--- src/rtl/ram_bank.sv ---
// DEPTH x WIDTH register-file RAM with an asynchronous read port and a clear sequencer that zeroes every word.
// Optional compile-time feature: define RAM_BANK_BYPASS_EN for write-through of 'in' to 'out' during a load.
module ram_bank #(
    parameter int WIDTH = 16,
    parameter int DEPTH = 8,
    localparam int ADDR_W = $clog2(DEPTH)
) (
    input  logic              clk,
    input  logic              reset,
    input  logic [WIDTH-1:0]  in,
    input  logic              load,
    input  logic [ADDR_W-1:0] address,
    input  logic              clear,
    output logic [WIDTH-1:0]  out,
    output logic              busy
);

    localparam logic [ADDR_W-1:0] LAST_PTR = ADDR_W'(DEPTH - 1);

    typedef enum logic {
        CLEAR = 1'b0,
        READY = 1'b1
    } state_t;

    state_t            state_reg;
    state_t            state_next;
    logic [ADDR_W-1:0] ptr_reg;
    logic [ADDR_W-1:0] ptr_next;

    logic              user_we;
    logic              sweep_we;
    logic [WIDTH-1:0]  word_q [DEPTH];
    logic [WIDTH-1:0]  rd_data;

    // State register: reset restarts the sweep from word 0
    always_ff @(posedge clk) begin
        if (reset) begin
            state_reg <= CLEAR;
            ptr_reg   <= '0;
        end else begin
            state_reg <= state_next;
            ptr_reg   <= ptr_next;
        end
    end

    // Next-state logic; a clear request always restarts the sweep
    always_comb begin
        state_next = state_reg;
        ptr_next   = ptr_reg;
        case (state_reg)
            CLEAR: begin
                if (clear) begin
                    ptr_next = '0;
                end else if (ptr_reg == LAST_PTR) begin
                    state_next = READY;
                    ptr_next   = '0;
                end else begin
                    ptr_next = ptr_reg + 1'b1;
                end
            end
            READY: begin
                if (clear) begin
                    state_next = CLEAR;
                    ptr_next   = '0;
                end
            end
            default: begin
                state_next = CLEAR;
                ptr_next   = '0;
            end
        endcase
    end

    // Output decode; user writes only land in READY and lose to clear/reset
    always_comb begin
        busy     = (state_reg == CLEAR);
        user_we  = (state_reg == READY) && load && !clear && !reset;
        sweep_we = (state_reg == CLEAR) && !clear && !reset;
    end

    // One load-register per word, addressed by either the user or the sweep pointer
    genvar gi;
    generate
        for (gi = 0; gi < DEPTH; gi++) begin : g_word
            logic [WIDTH-1:0] word_reg;
            logic             sel_user;
            logic             sel_sweep;

            assign sel_user  = user_we  && (address == ADDR_W'(gi));
            assign sel_sweep = sweep_we && (ptr_reg == ADDR_W'(gi));

            always_ff @(posedge clk) begin
                if (sel_sweep) begin
                    word_reg <= '0;
                end else if (sel_user) begin
                    word_reg <= in;
                end
            end

            assign word_q[gi] = word_reg;
        end
    endgenerate

    assign rd_data = word_q[address];

    // Read port is combinational; contents are hidden while a sweep is in flight
    always_comb begin
`ifdef RAM_BANK_BYPASS_EN
        if (busy) begin
            out = '0;
        end else if (user_we) begin
            out = in;
        end else begin
            out = rd_data;
        end
`else
        out = busy ? '0 : rd_data;
`endif
    end

endmodule
--- config.mk ---
export PLATFORM = sky130hd
export DESIGN_NAME = ram_bank
export DESIGN_NICKNAME = d
export VERILOG_FILES = /design/src/rtl/ram_bank.sv
export SDC_FILE = /design/constraint.sdc
export NUM_CORES = 1
export LEC_CHECK = 0
export ABC_AREA = 1
export CAP_MARGIN = 20
export CORE_MARGIN = 2
export CORE_UTILIZATION = 50
export CTS_CLUSTER_SIZE = 40
export DETAILED_ROUTE_END_ITERATION = 8
export PLACE_DENSITY = 0.79
export REMOVE_ABC_BUFFERS = 1
export SLEW_MARGIN = 0
export SYNTH_ARGS = -nofsm -noshare
export SYNTH_HDL_FRONTEND = slang
export SYNTH_SLANG_ARGS = --single-unit
--- constraint.sdc ---
create_clock -name clk -period 2 [get_ports clk]
set_input_delay 0.4 -clock clk [delete_from_list [all_inputs] [get_ports clk]]
set_output_delay 0.4 -clock clk [all_outputs]
set_load 0.02 [all_outputs]
# Yosys cells after proc, flatten, opt, wreduce, memory -nomap -nowiden
# Index checks and enable logic that the tools add are counted.
op_classes:
  add_sub_neg: 1
  mul: 0
  div_mod_pow: 0
  n_lt_le_gt_ge: 1
  eq_ne: 15
  n_shift: 0
  mux: 12
  n_bitwise: 2
  n_reduce_logical: 25
op_table:
  columns: ["operator", "count"]
  rows:
  - ["binary-select mux 16 bit (select 3 bit)", 1]
  - ["2-to-1 mux 16 bit", 3]
  - ["== test 3 bit, second input constant", 8]
  - ["logical AND 1 bit", 21]
  - ["== test 3 x 2 -> 1 bit, second input constant", 4]
  - ["2-to-1 mux 3 bit", 3]
  - ["== test 3 x 1 -> 1 bit, second input constant", 2]
  - ["zero test 3 bit", 2]
  - ["one-hot mux 3 bit (2 select lines)", 1]
  - ["greater-or-equal comparator 4 bit, second input constant", 1]
  - ["inverter 3 -> 4 bit", 1]
  - ["adder 3 x 1 -> 3 bit, second input constant", 1]
  - ["2-to-1 mux 1 bit", 3]
  - ["zero test 1 bit", 2]
  - ["!= test 2 bit, second input constant", 1]
  - ["one-hot mux 1 bit (2 select lines)", 1]
  - ["inverter 1 bit", 1]
word_totals:
  ff_bits: 132
  latch_bits: 0
  ram_bits: 0
  romBits: 0
  input_bits: 23
  output_inout_bits: 17
  word_cells: 66
  memories: 0

# Depth between registers and ports, before layout
# Gate-level depths: netlist of run 1.
depth:
  depth_word: 5
  depth_mapped: 9
  ltp_nobuf: 7

# Least setup slack after synthesis of run 1
# No wires, ideal clock.
synth_path:
  path_kind: "input -> output"
  start: "input address[0]"
  end: "output out[12]"
  arrival_time_ns: 1.573
  required_ns: 1.600
  setup_slack_ns: 0.027
  stages: 8
  n_path_buf: 2
  cell_sequence: "buf_4 -> inv_2 -> nor2_1 -> buf_2 -> nand2_1 -> nand3_1 -> nor2_1 -> nor2_1"
synth_via:
  elab_chain_cells: 5
synth_lines:
  columns: ["element", "line_no", "rtl"]
  rows:
  - ["start, declared", "12", "input logic [ADDR_W-1:0] address,"]
  - ["inverter 3 -> 4 bit (implied by the code)", "104", "assign rd_data = word_q[address];"]
  - ["binary-select mux 16 bit (select 3 bit)", "104", null]
  - ["2-to-1 mux 16 bit (implied by the code) (2 in a row)", "104", null]
  - ["2-to-1 mux 16 bit", "117", "out = busy ? '0 : rd_data;"]
  - ["end, declared", "14", "output logic [WIDTH-1:0] out,"]
# No other way between the ends. The select of a mux whose other input is x is not followed.

# Worst setup path after layout of run 1
layout_path:
  start: "input address[0]"
  end: "output out[7]"
# Same word-level chain as after synthesis.

==> results of run 1 <==
==> worst max-delay path: cells and delay by family <==
family	cells	cell delay [ns]
simple gates	5	0.49
buf+inv	4	0.65
==> cell usage after synthesis <==
library cell / n
sky130_fd_sc_hd__a21oi_1: 1
sky130_fd_sc_hd__buf_1: 5
sky130_fd_sc_hd__buf_2: 10
sky130_fd_sc_hd__buf_4: 19
sky130_fd_sc_hd__buf_6: 3
sky130_fd_sc_hd__clkbuf_1: 21
sky130_fd_sc_hd__dfxtp_1: 132
sky130_fd_sc_hd__ha_1: 6
sky130_fd_sc_hd__inv_1: 84
sky130_fd_sc_hd__inv_2: 13
sky130_fd_sc_hd__nand2_1: 393
sky130_fd_sc_hd__nand2_2: 4
sky130_fd_sc_hd__nand2_4: 1
sky130_fd_sc_hd__nand3_1: 167
sky130_fd_sc_hd__nand3_4: 1
sky130_fd_sc_hd__nor2_1: 259
sky130_fd_sc_hd__nor2_2: 3
sky130_fd_sc_hd__nor2_4: 12
sky130_fd_sc_hd__nor3_2: 1
sky130_fd_sc_hd__o21ai_0: 1
sky130_fd_sc_hd__o22ai_1: 1
==> metal layers <==
layer,track usage [%],share of wire [%]
met2,47.9,45
met5,0,0
met3,6.74,9.9
met4,15.7,4.0
met1,40.1,41
==> stage by stage <==
stage / setup slack (ns) / util, % / cell area (um2) / total power [mW]
global placement: -0.839 / 60.4 / 8090 / 3.36
global route: 0.00323 / 64.4 / 8630 / 6.62
finish: 0.0633 / 64.4 / 8630 / 6.42
detailed placement: -0.855 / 60.4 / 8090 / 3.38
CTS: 0.0396 / 64.5 / 8640 / 6.41
floorplan: -3.36 / - / 6600 / 3.08
==> placed cells by master (no fill, tap or decap) <==
cell / n
sky130_fd_sc_hd__nand2_1: 393
sky130_fd_sc_hd__nor2_1: 258
sky130_fd_sc_hd__nand3_1: 167
sky130_fd_sc_hd__dfxtp_1: 132
sky130_fd_sc_hd__inv_1: 84
sky130_fd_sc_hd__buf_4: 54
sky130_fd_sc_hd__buf_12: 24
sky130_fd_sc_hd__clkdlybuf4s50_1: 19
sky130_fd_sc_hd__clkbuf_16: 17
sky130_fd_sc_hd__buf_2: 15
sky130_fd_sc_hd__nor2_4: 13
sky130_fd_sc_hd__inv_2: 12
sky130_fd_sc_hd__ha_1: 6
sky130_fd_sc_hd__clkbuf_1: 6
sky130_fd_sc_hd__nand2_2: 4
sky130_fd_sc_hd__clkbuf_8: 4
sky130_fd_sc_hd__nor2_2: 3
sky130_fd_sc_hd__bufinv_16: 2
sky130_fd_sc_hd__clkinv_2: 2
sky130_fd_sc_hd__dlygate4sd2_1: 2
sky130_fd_sc_hd__buf_6: 2
sky130_fd_sc_hd__inv_4: 1
sky130_fd_sc_hd__nand2_4: 1
sky130_fd_sc_hd__nor3_4: 1
sky130_fd_sc_hd__nand3_4: 1
sky130_fd_sc_hd__o21ai_0: 1
sky130_fd_sc_hd__a21oi_1: 1
sky130_fd_sc_hd__o22ai_1: 1
sky130_fd_sc_hd__bufbuf_16: 1
==> what timing repair did <==
| item | CTS | global route |
|---|---|---|
| setup endpoints to repair | 17 | 3 |
| gates resized for setup | 81 | 3 |
| gates cloned | 1 | 0 |
| pin swaps | 1 | 0 |
==> power breakdown <==
| part | switching [mW] | internal [mW] | leakage (nW) | total [mW] |
|---|---|---|---|---|
| Clock | 1.12 | 1.95 | 0.281 | 3.07 |
| Sequential | 0.0420 | 2.70 | 1.07 | 2.75 |
| Combinational | 0.360 | 0.243 | 3.63 | 0.602 |
| Total | 1.52 | 4.90 | 4.98 | 6.42 |
==> area by class of cell <==
cell class                      instances  area (um2)  area share [%]
Clock buffer                           27         503            5.83
Clock inverter                          4        70.1           0.812
Inverter                               97         367            4.25
Multi-Input combinational cell        850        3610            41.8
Sequential cell                       132        2640            30.6
Tap cell                              176         220            2.55
Timing Repair Buffer                  117        1220            14.2
==> logic make-up after synthesis <==
family / count (synthesis)
and+or+nand+nor: 841
adders and majority gates: 6
buffers and inverters: 155
AOI/OAI and AO/OA: 3
DFF: 132
==> path summary, 6_finish.rpt <==
path,startpoint,end,slack [ns]
worst max-delay path,address[0],out[7],0.06
worst min-delay path,g_word[6].word_reg[10],g_word[6].word_reg[10],0.47
worst max register to register,state_reg,g_word[7].word_reg[6],0.39
worst min register to register,g_word[6].word_reg[10],g_word[6].word_reg[10],0.47
==> flow_results.xml, run 1 <==
<?xml version="1.0" encoding="UTF-8"?>
<metrics>
  <group name="finish">
    <metric name="largest_reg_flops" unit="">128</metric>
    <metric name="layout.cells.non_filler" unit="">1403</metric>
    <metric name="layout.nets" unit="">1244</metric>
    <metric name="final.fill_count" unit="">1248</metric>
    <metric name="layout-drive-gt1-share" unit="%">12.8</metric>
    <metric name="area.growth.synth_to_final" unit="%">24.7</metric>
    <metric name="n_antenna_cell" unit="">0</metric>
  </group>
  <group name="die">
    <metric name="die_width" unit="um">122</metric>
    <metric name="num_io_pins" unit="">40</metric>
    <metric name="dieHeight" unit="um">122</metric>
    <metric name="overall_die_area" unit="mm2">0.0148</metric>
    <metric name="start_util" unit="%">51.7</metric>
    <metric name="core" unit="mm2">0.0134</metric>
    <metric name="rows" unit="">42</metric>
  </group>
  <group name="route">
    <metric name="route.detailed.wl_per_inst" unit="um">15.4</metric>
    <metric name="first_iter_violations" unit="">809</metric>
    <metric name="viasPerCell" unit="">5.28</metric>
    <metric name="remaining_drc_errors" unit="">0</metric>
    <metric name="totalWireLength" unit="um">21600</metric>
    <metric name="ant_nets" unit="">0</metric>
    <metric name="drtPass1Iterations" unit="">5</metric>
    <metric name="detailroute.via_count" unit="">7403</metric>
  </group>
  <group name="grt">
    <metric name="grt_pass1_wl" unit="um">34700</metric>
    <metric name="gr-total-overflow" unit="">0</metric>
    <metric name="grt_pass1_vias" unit="">6791</metric>
    <metric name="number_of_antenna_violations_at_the_first_check_in_global_routing" unit="">0</metric>
    <metric name="largest_net_degree_at_the_start_of_global_routing" unit="">36</metric>
    <metric name="groute.usage.overall" unit="%">30.7</metric>
  </group>
  <group name="synthesis">
    <metric name="synth_xor_xnor_area_share" unit="%">0</metric>
    <metric name="synth_cells" unit="">1137</metric>
    <metric name="synthesis.area_per_instance" unit="um2">6.09</metric>
    <metric name="synthAdderAreaFrac" unit="%">1.08</metric>
    <metric name="yosysSeqAreaShare" unit="%">38.2</metric>
    <metric name="yosys-mux-area-fraction" unit="%">0</metric>
    <metric name="ys_warn_count" unit="">0</metric>
    <metric name="register_bit_count_reported_by_yosys" unit="">132</metric>
    <metric name="netlist.top_cell.by_area" unit="">sky130_fd_sc_hd__dfxtp_1</metric>
    <metric name="synthDominantCellAreaShare" unit="%">38.2</metric>
    <metric name="syn-cell-area" unit="mm2">0.00692</metric>
    <metric name="yosysUniqueCellTypes" unit="">21</metric>
    <metric name="area_fraction_in_compound_gates_after_synthesis" unit="%">0.235</metric>
    <metric name="synth_simple_gate_area_share" unit="%">50.6</metric>
    <metric name="largest_family_of_logic_cells_by_synthesized_area" unit="">simple AND/OR/NAND/NOR gates</metric>
    <metric name="netlist_top_cells_area" unit="">sky130_fd_sc_hd__dfxtp_1, sky130_fd_sc_hd__nand2_1, sky130_fd_sc_hd__nor2_1, sky130_fd_sc_hd__nand3_1, sky130_fd_sc_hd__inv_1</metric>
  </group>
  <group name="clocking">
    <metric name="ctsHtreeMaxLevel" unit="">4</metric>
    <metric name="tritoncts" unit="">done</metric>
    <metric name="cts.path.max_buffers" unit="">2</metric>
    <metric name="worst_skew_late_latency" unit="ns">0.43</metric>
    <metric name="cts_buffers" unit="">17</metric>
    <metric name="postCtsHoldBufs" unit="">0</metric>
    <metric name="clockRootBuffer" unit="">sky130_fd_sc_hd__clkbuf_16</metric>
    <metric name="cts_post_setup_buffers_inserted" unit="">0</metric>
    <metric name="clk_transition_reported_paths" unit="ns">0.05</metric>
    <metric name="cts_num_sinks" unit="">132</metric>
  </group>
  <group name="timing">
    <metric name="max-slew-margin-rel" unit="%">71.4</metric>
    <metric name="finalMaxSlewViolations" unit="">0</metric>
    <metric name="timing.final.crit_share" unit="%">96.8</metric>
    <metric name="final-setup-viol-count" unit="">0</metric>
    <metric name="finalHoldWorstSlack" unit="ns">0.469</metric>
    <metric name="final.setup_skew" unit="ns">0.00561</metric>
    <metric name="setup_tns" unit="ns">0</metric>
    <metric name="timing.final.hold_violations" unit="">0</metric>
    <metric name="fmaxAchievable" unit="MHz">516</metric>
    <metric name="crit_path_time_final" unit="ns">1.94</metric>
    <metric name="worst-slew-pin-transition" unit="ns">0.429</metric>
    <metric name="grt_setup_unrepaired" unit="">false</metric>
  </group>
  <group name="setup_path">
    <metric name="crit_path_max_fanout" unit="">11</metric>
    <metric name="critical_path.startpoint_type" unit="">primary input</metric>
    <metric name="required" unit="ns">1.60</metric>
    <metric name="cp_data_arrival_time" unit="ns">1.54</metric>
    <metric name="critical_path.cell_chain" unit="">buf_4, buf_12, nor2_4, buf_6, nand2_1, nand3_1, nor2_1, nor2_1, buf_4</metric>
    <metric name="setup.worst_path.end_class" unit="">output port</metric>
    <metric name="worstRegToRegCells" unit="">8</metric>
    <metric name="crit_path_max_incr_delay" unit="ns">0.17</metric>
    <metric name="criticalPathCategory" unit="">in -&gt; out</metric>
    <metric name="slowest_stage" unit="">sky130_fd_sc_hd__buf_4</metric>
  </group>
  <group name="worst_hold_path">
    <metric name="timing.hold.worst_path_depth" unit="">2</metric>
    <metric name="timing.hold.worst.class" unit="">reg -&gt; reg</metric>
  </group>
  <group name="run_status">
    <metric name="run_status" unit="">finished, final reports clean</metric>
  </group>
  <group name="place">
    <metric name="gpl.final_weighted_congestion" unit="">0.912</metric>
    <metric name="total_instance_count_after_detailed_placement" unit="">1371</metric>
    <metric name="count_of_port_buffers_added_during_placement" unit="">39</metric>
    <metric name="detailedPlacementHpwl" unit="um">14600</metric>
  </group>
  <group name="flow_run">
    <metric name="drv_cap" unit="">0</metric>
  </group>
  <group name="power_and_ir_drop">
    <metric name="leakagePower" unit="nW">4.98</metric>
    <metric name="power_per_cell_area" unit="mW/mm2">744</metric>
    <metric name="power.ir.vdd_worst" unit="mV">0.691</metric>
  </group>
</metrics>
No activity file was read; power rests on OpenSTA's default activity.
==> run 2, diff against run 1 <==
--- a/config.mk
+++ b/config.mk
@@ -11,9 +11,11 @@
 export CORE_UTILIZATION = 50
 export CTS_CLUSTER_SIZE = 40
 export DETAILED_ROUTE_END_ITERATION = 8
+export GPL_TIMING_DRIVEN = 0
 export PLACE_DENSITY = 0.79
 export REMOVE_ABC_BUFFERS = 1
 export SLEW_MARGIN = 0
 export SYNTH_ARGS = -nofsm -noshare
 export SYNTH_HDL_FRONTEND = slang
 export SYNTH_SLANG_ARGS = --single-unit
+export TNS_END_PERCENT = 10
==> run 2 against run 1 <==
Compared with the run above: cell area fell by 5.9%; non-clock buffer count fell by 60; hold slack got worse by 0.0032 ns; core utilization fell by 3.8 points; clock power rose by 2%; critical path type unchanged; critical endpoint is now out[3]; largest power group unchanged.
==> flow_results.xml, run 2 (same netlist as run 1, synthesis figures left out) <==
<?xml version="1.0" encoding="UTF-8"?>
<metrics>
  <group name="grt">
    <metric name="groute.usage.overall" unit="%">28.9</metric>
    <metric name="largest_net_degree_at_the_start_of_global_routing" unit="">34</metric>
    <metric name="gr-total-overflow" unit="">0</metric>
    <metric name="number_of_antenna_violations_at_the_first_check_in_global_routing" unit="">0</metric>
    <metric name="grt_pass1_vias" unit="">6339</metric>
    <metric name="grt_pass1_wl" unit="um">32700</metric>
  </group>
  <group name="die">
    <metric name="num_io_pins" unit="">40</metric>
    <metric name="dieHeight" unit="um">122</metric>
    <metric name="start_util" unit="%">51.7</metric>
    <metric name="core" unit="mm2">0.0134</metric>
    <metric name="overall_die_area" unit="mm2">0.0148</metric>
    <metric name="rows" unit="">42</metric>
    <metric name="die_width" unit="um">122</metric>
  </group>
  <group name="clocking">
    <metric name="worst_skew_late_latency" unit="ns">0.43</metric>
    <metric name="tritoncts" unit="">done</metric>
    <metric name="cts_buffers" unit="">17</metric>
    <metric name="cts.path.max_buffers" unit="">2</metric>
    <metric name="cts_num_sinks" unit="">132</metric>
    <metric name="ctsHtreeMaxLevel" unit="">4</metric>
    <metric name="postCtsHoldBufs" unit="">0</metric>
    <metric name="clockRootBuffer" unit="">sky130_fd_sc_hd__clkbuf_16</metric>
    <metric name="clk_transition_reported_paths" unit="ns">0.05</metric>
  </group>
  <group name="run_status">
    <metric name="run_status" unit="">finished, final reports clean</metric>
  </group>
  <group name="route">
    <metric name="viasPerCell" unit="">5.23</metric>
    <metric name="routed.top_layer" unit="">met4</metric>
    <metric name="route.detailed.wl_per_inst" unit="um">15.2</metric>
    <metric name="drtPass1Iterations" unit="">5</metric>
    <metric name="drt-met1-wl" unit="um">8750</metric>
    <metric name="ant_nets" unit="">0</metric>
    <metric name="remaining_drc_errors" unit="">0</metric>
    <metric name="met3_length" unit="um">1710</metric>
    <metric name="detailroute.wirelength.met2" unit="um">8960</metric>
    <metric name="totalWireLength" unit="um">20400</metric>
    <metric name="first_iter_violations" unit="">779</metric>
    <metric name="detailroute.via_count" unit="">7012</metric>
  </group>
  <group name="finish">
    <metric name="final.fill_count" unit="">1268</metric>
    <metric name="most-common-layout-cells" unit="">sky130_fd_sc_hd__nand2_1, sky130_fd_sc_hd__nor2_1, sky130_fd_sc_hd__nand3_1</metric>
    <metric name="area.growth.synth_to_final" unit="%">17.3</metric>
    <metric name="commonest_non_fill_non_tap_cell_in_the_layout" unit="">sky130_fd_sc_hd__nand2_1</metric>
    <metric name="largest_reg_flops" unit="">128</metric>
    <metric name="layout.nets" unit="">1184</metric>
    <metric name="layout-drive-gt1-share" unit="%">8.93</metric>
    <metric name="n_antenna_cell" unit="">0</metric>
    <metric name="layout.cells.non_filler" unit="">1341</metric>
  </group>
  <group name="setup_path">
    <metric name="crit_path_max_incr_delay" unit="ns">0.19</metric>
    <metric name="required" unit="ns">1.60</metric>
    <metric name="crit_path_max_fanout" unit="">21</metric>
    <metric name="timing.reg2reg.setup_slack" unit="ns">0.18</metric>
    <metric name="cp_data_arrival_time" unit="ns">1.60</metric>
    <metric name="critical_path.startpoint_type" unit="">primary input</metric>
    <metric name="slowest_stage" unit="">sky130_fd_sc_hd__nor2_1</metric>
    <metric name="criticalPathCategory" unit="">in -&gt; out</metric>
    <metric name="setup.worst_path.end_class" unit="">output port</metric>
    <metric name="critical_path.cell_chain" unit="">buf_12, inv_6, nor2_4, buf_12, nand2_1, nand3_1, nor2_1, nor2_1, buf_4</metric>
  </group>
  <group name="power_and_ir_drop">
    <metric name="power.ir.vdd_worst" unit="mV">0.580</metric>
    <metric name="power_per_cell_area" unit="mW/mm2">788</metric>
    <metric name="power" unit="mW">6.40</metric>
    <metric name="leakagePower" unit="nW">4.67</metric>
  </group>
  <group name="timing">
    <metric name="timing.final.crit_share" unit="%">99.8</metric>
    <metric name="finalMaxSlewViolations" unit="">0</metric>
    <metric name="worst-slew-pin-transition" unit="ns">0.913</metric>
    <metric name="setup_tns" unit="ns">0</metric>
    <metric name="grt_setup_unrepaired" unit="">true</metric>
    <metric name="fmaxAchievable" unit="MHz">501</metric>
    <metric name="timing.final.hold_violations" unit="">0</metric>
    <metric name="max-slew-margin-rel" unit="%">39.1</metric>
    <metric name="final.setup_skew" unit="ns">0.00518</metric>
    <metric name="final-setup-viol-count" unit="">0</metric>
    <metric name="crit_path_time_final" unit="ns">2.00</metric>
  </group>
  <group name="place">
    <metric name="detailedPlacementHpwl" unit="um">12000</metric>
    <metric name="gpl.final_weighted_congestion" unit="">0.875</metric>
    <metric name="total_instance_count_after_detailed_placement" unit="">1300</metric>
    <metric name="count_of_port_buffers_added_during_placement" unit="">39</metric>
  </group>
  <group name="worst_hold_path">
    <metric name="timing.hold.worst.class" unit="">reg -&gt; reg</metric>
  </group>
  <group name="flow_run">
    <metric name="drv_cap" unit="">0</metric>
  </group>
</metrics>
## run 2: changes by cell type in the layout (fill, tap and decap cells not counted), sizes merged
cell,before,now
clkbuf,27,28
dlygate4sd2,2,0
buf,95,33
dlymetal6s2s,0,1
## run 2: repair_timing
| action | CTS | global route |
|---|---|---|
| gates cloned | 1 | 0 |
| buffers inserted | 8 | 3 |
| resized for setup | 88 | 18 |
| setup endpoints to repair | 145 | 135 |
| endpoints found under the hold margin | 0 | 0 |
| pin swaps | 4 | 1 |
## run 2: area by class of cell
| class | instances | area (um2) | share of cell area, % |
|---|---|---|---|
| multi-input combinational | 850 | 3640 | 44.8 |
| sequential | 132 | 2650 | 32.6 |
| inverter | 97 | 387 | 4.76 |
| clock inverter | 4 | 70.1 | 0.863 |
| clock buffer | 25 | 515 | 6.35 |
| timing repair buffer | 57 | 644 | 7.93 |
| tap | 176 | 220 | 2.71 |
## run 2: layer usage
layer / vias to the layer above / GRT usage (%)
li1: 3503 / -
met1: 3104 / 37.5
met2: 341 / 45.7
met3: 64 / 6.04
met4: 0 / 14.3
met5: - / 0
## run 2: final timing paths
| check | start | end | depth (start not counted) |
|---|---|---|---|
| min | g_word[6].word_reg[13] | g_word[6].word_reg[13] | 2 |
| min reg2reg | g_word[6].word_reg[13] | g_word[6].word_reg[13] | 2 |
| max reg2reg | state_reg | g_word[1].word_reg[13] | 6 |
| max | address[1] | out[3] | 9 |
## run 2: stage by stage
| stage | cell area (um2) | util (%) | hold WS [ns] | worst slack (ns) |
|---|---|---|---|---|
| floorplan | 6600 | - | 0.440 | -3.36 |
| global placement | 7210 | 53.8 | 0.448 | -6.58 |
| detailed placement | 7350 | 54.8 | 0.457 | -2.36 |
| CTS | 8110 | 60.5 | 0.469 | 0.00602 |
| global route | 8120 | 60.6 | 0.482 | -0.119 |
| finish | 8120 | 60.6 | 0.465 | 0.00385 |
## run 2: worst max-delay path, delay by kind of cell
kind / cells / cell delay, ns
and+or+nand+nor: 5 / 0.56
buffers and inverters: 4 / 0.62
## run 2: report_power, final
part / internal (mW) / leakage [nW] / total (mW) / switching (mW)
logic: 0.187 / 3.31 / 0.536 / 0.349
clock network: 2.01 / 0.291 / 3.13 / 1.12
registers: 2.70 / 1.07 / 2.74 / 0.0364
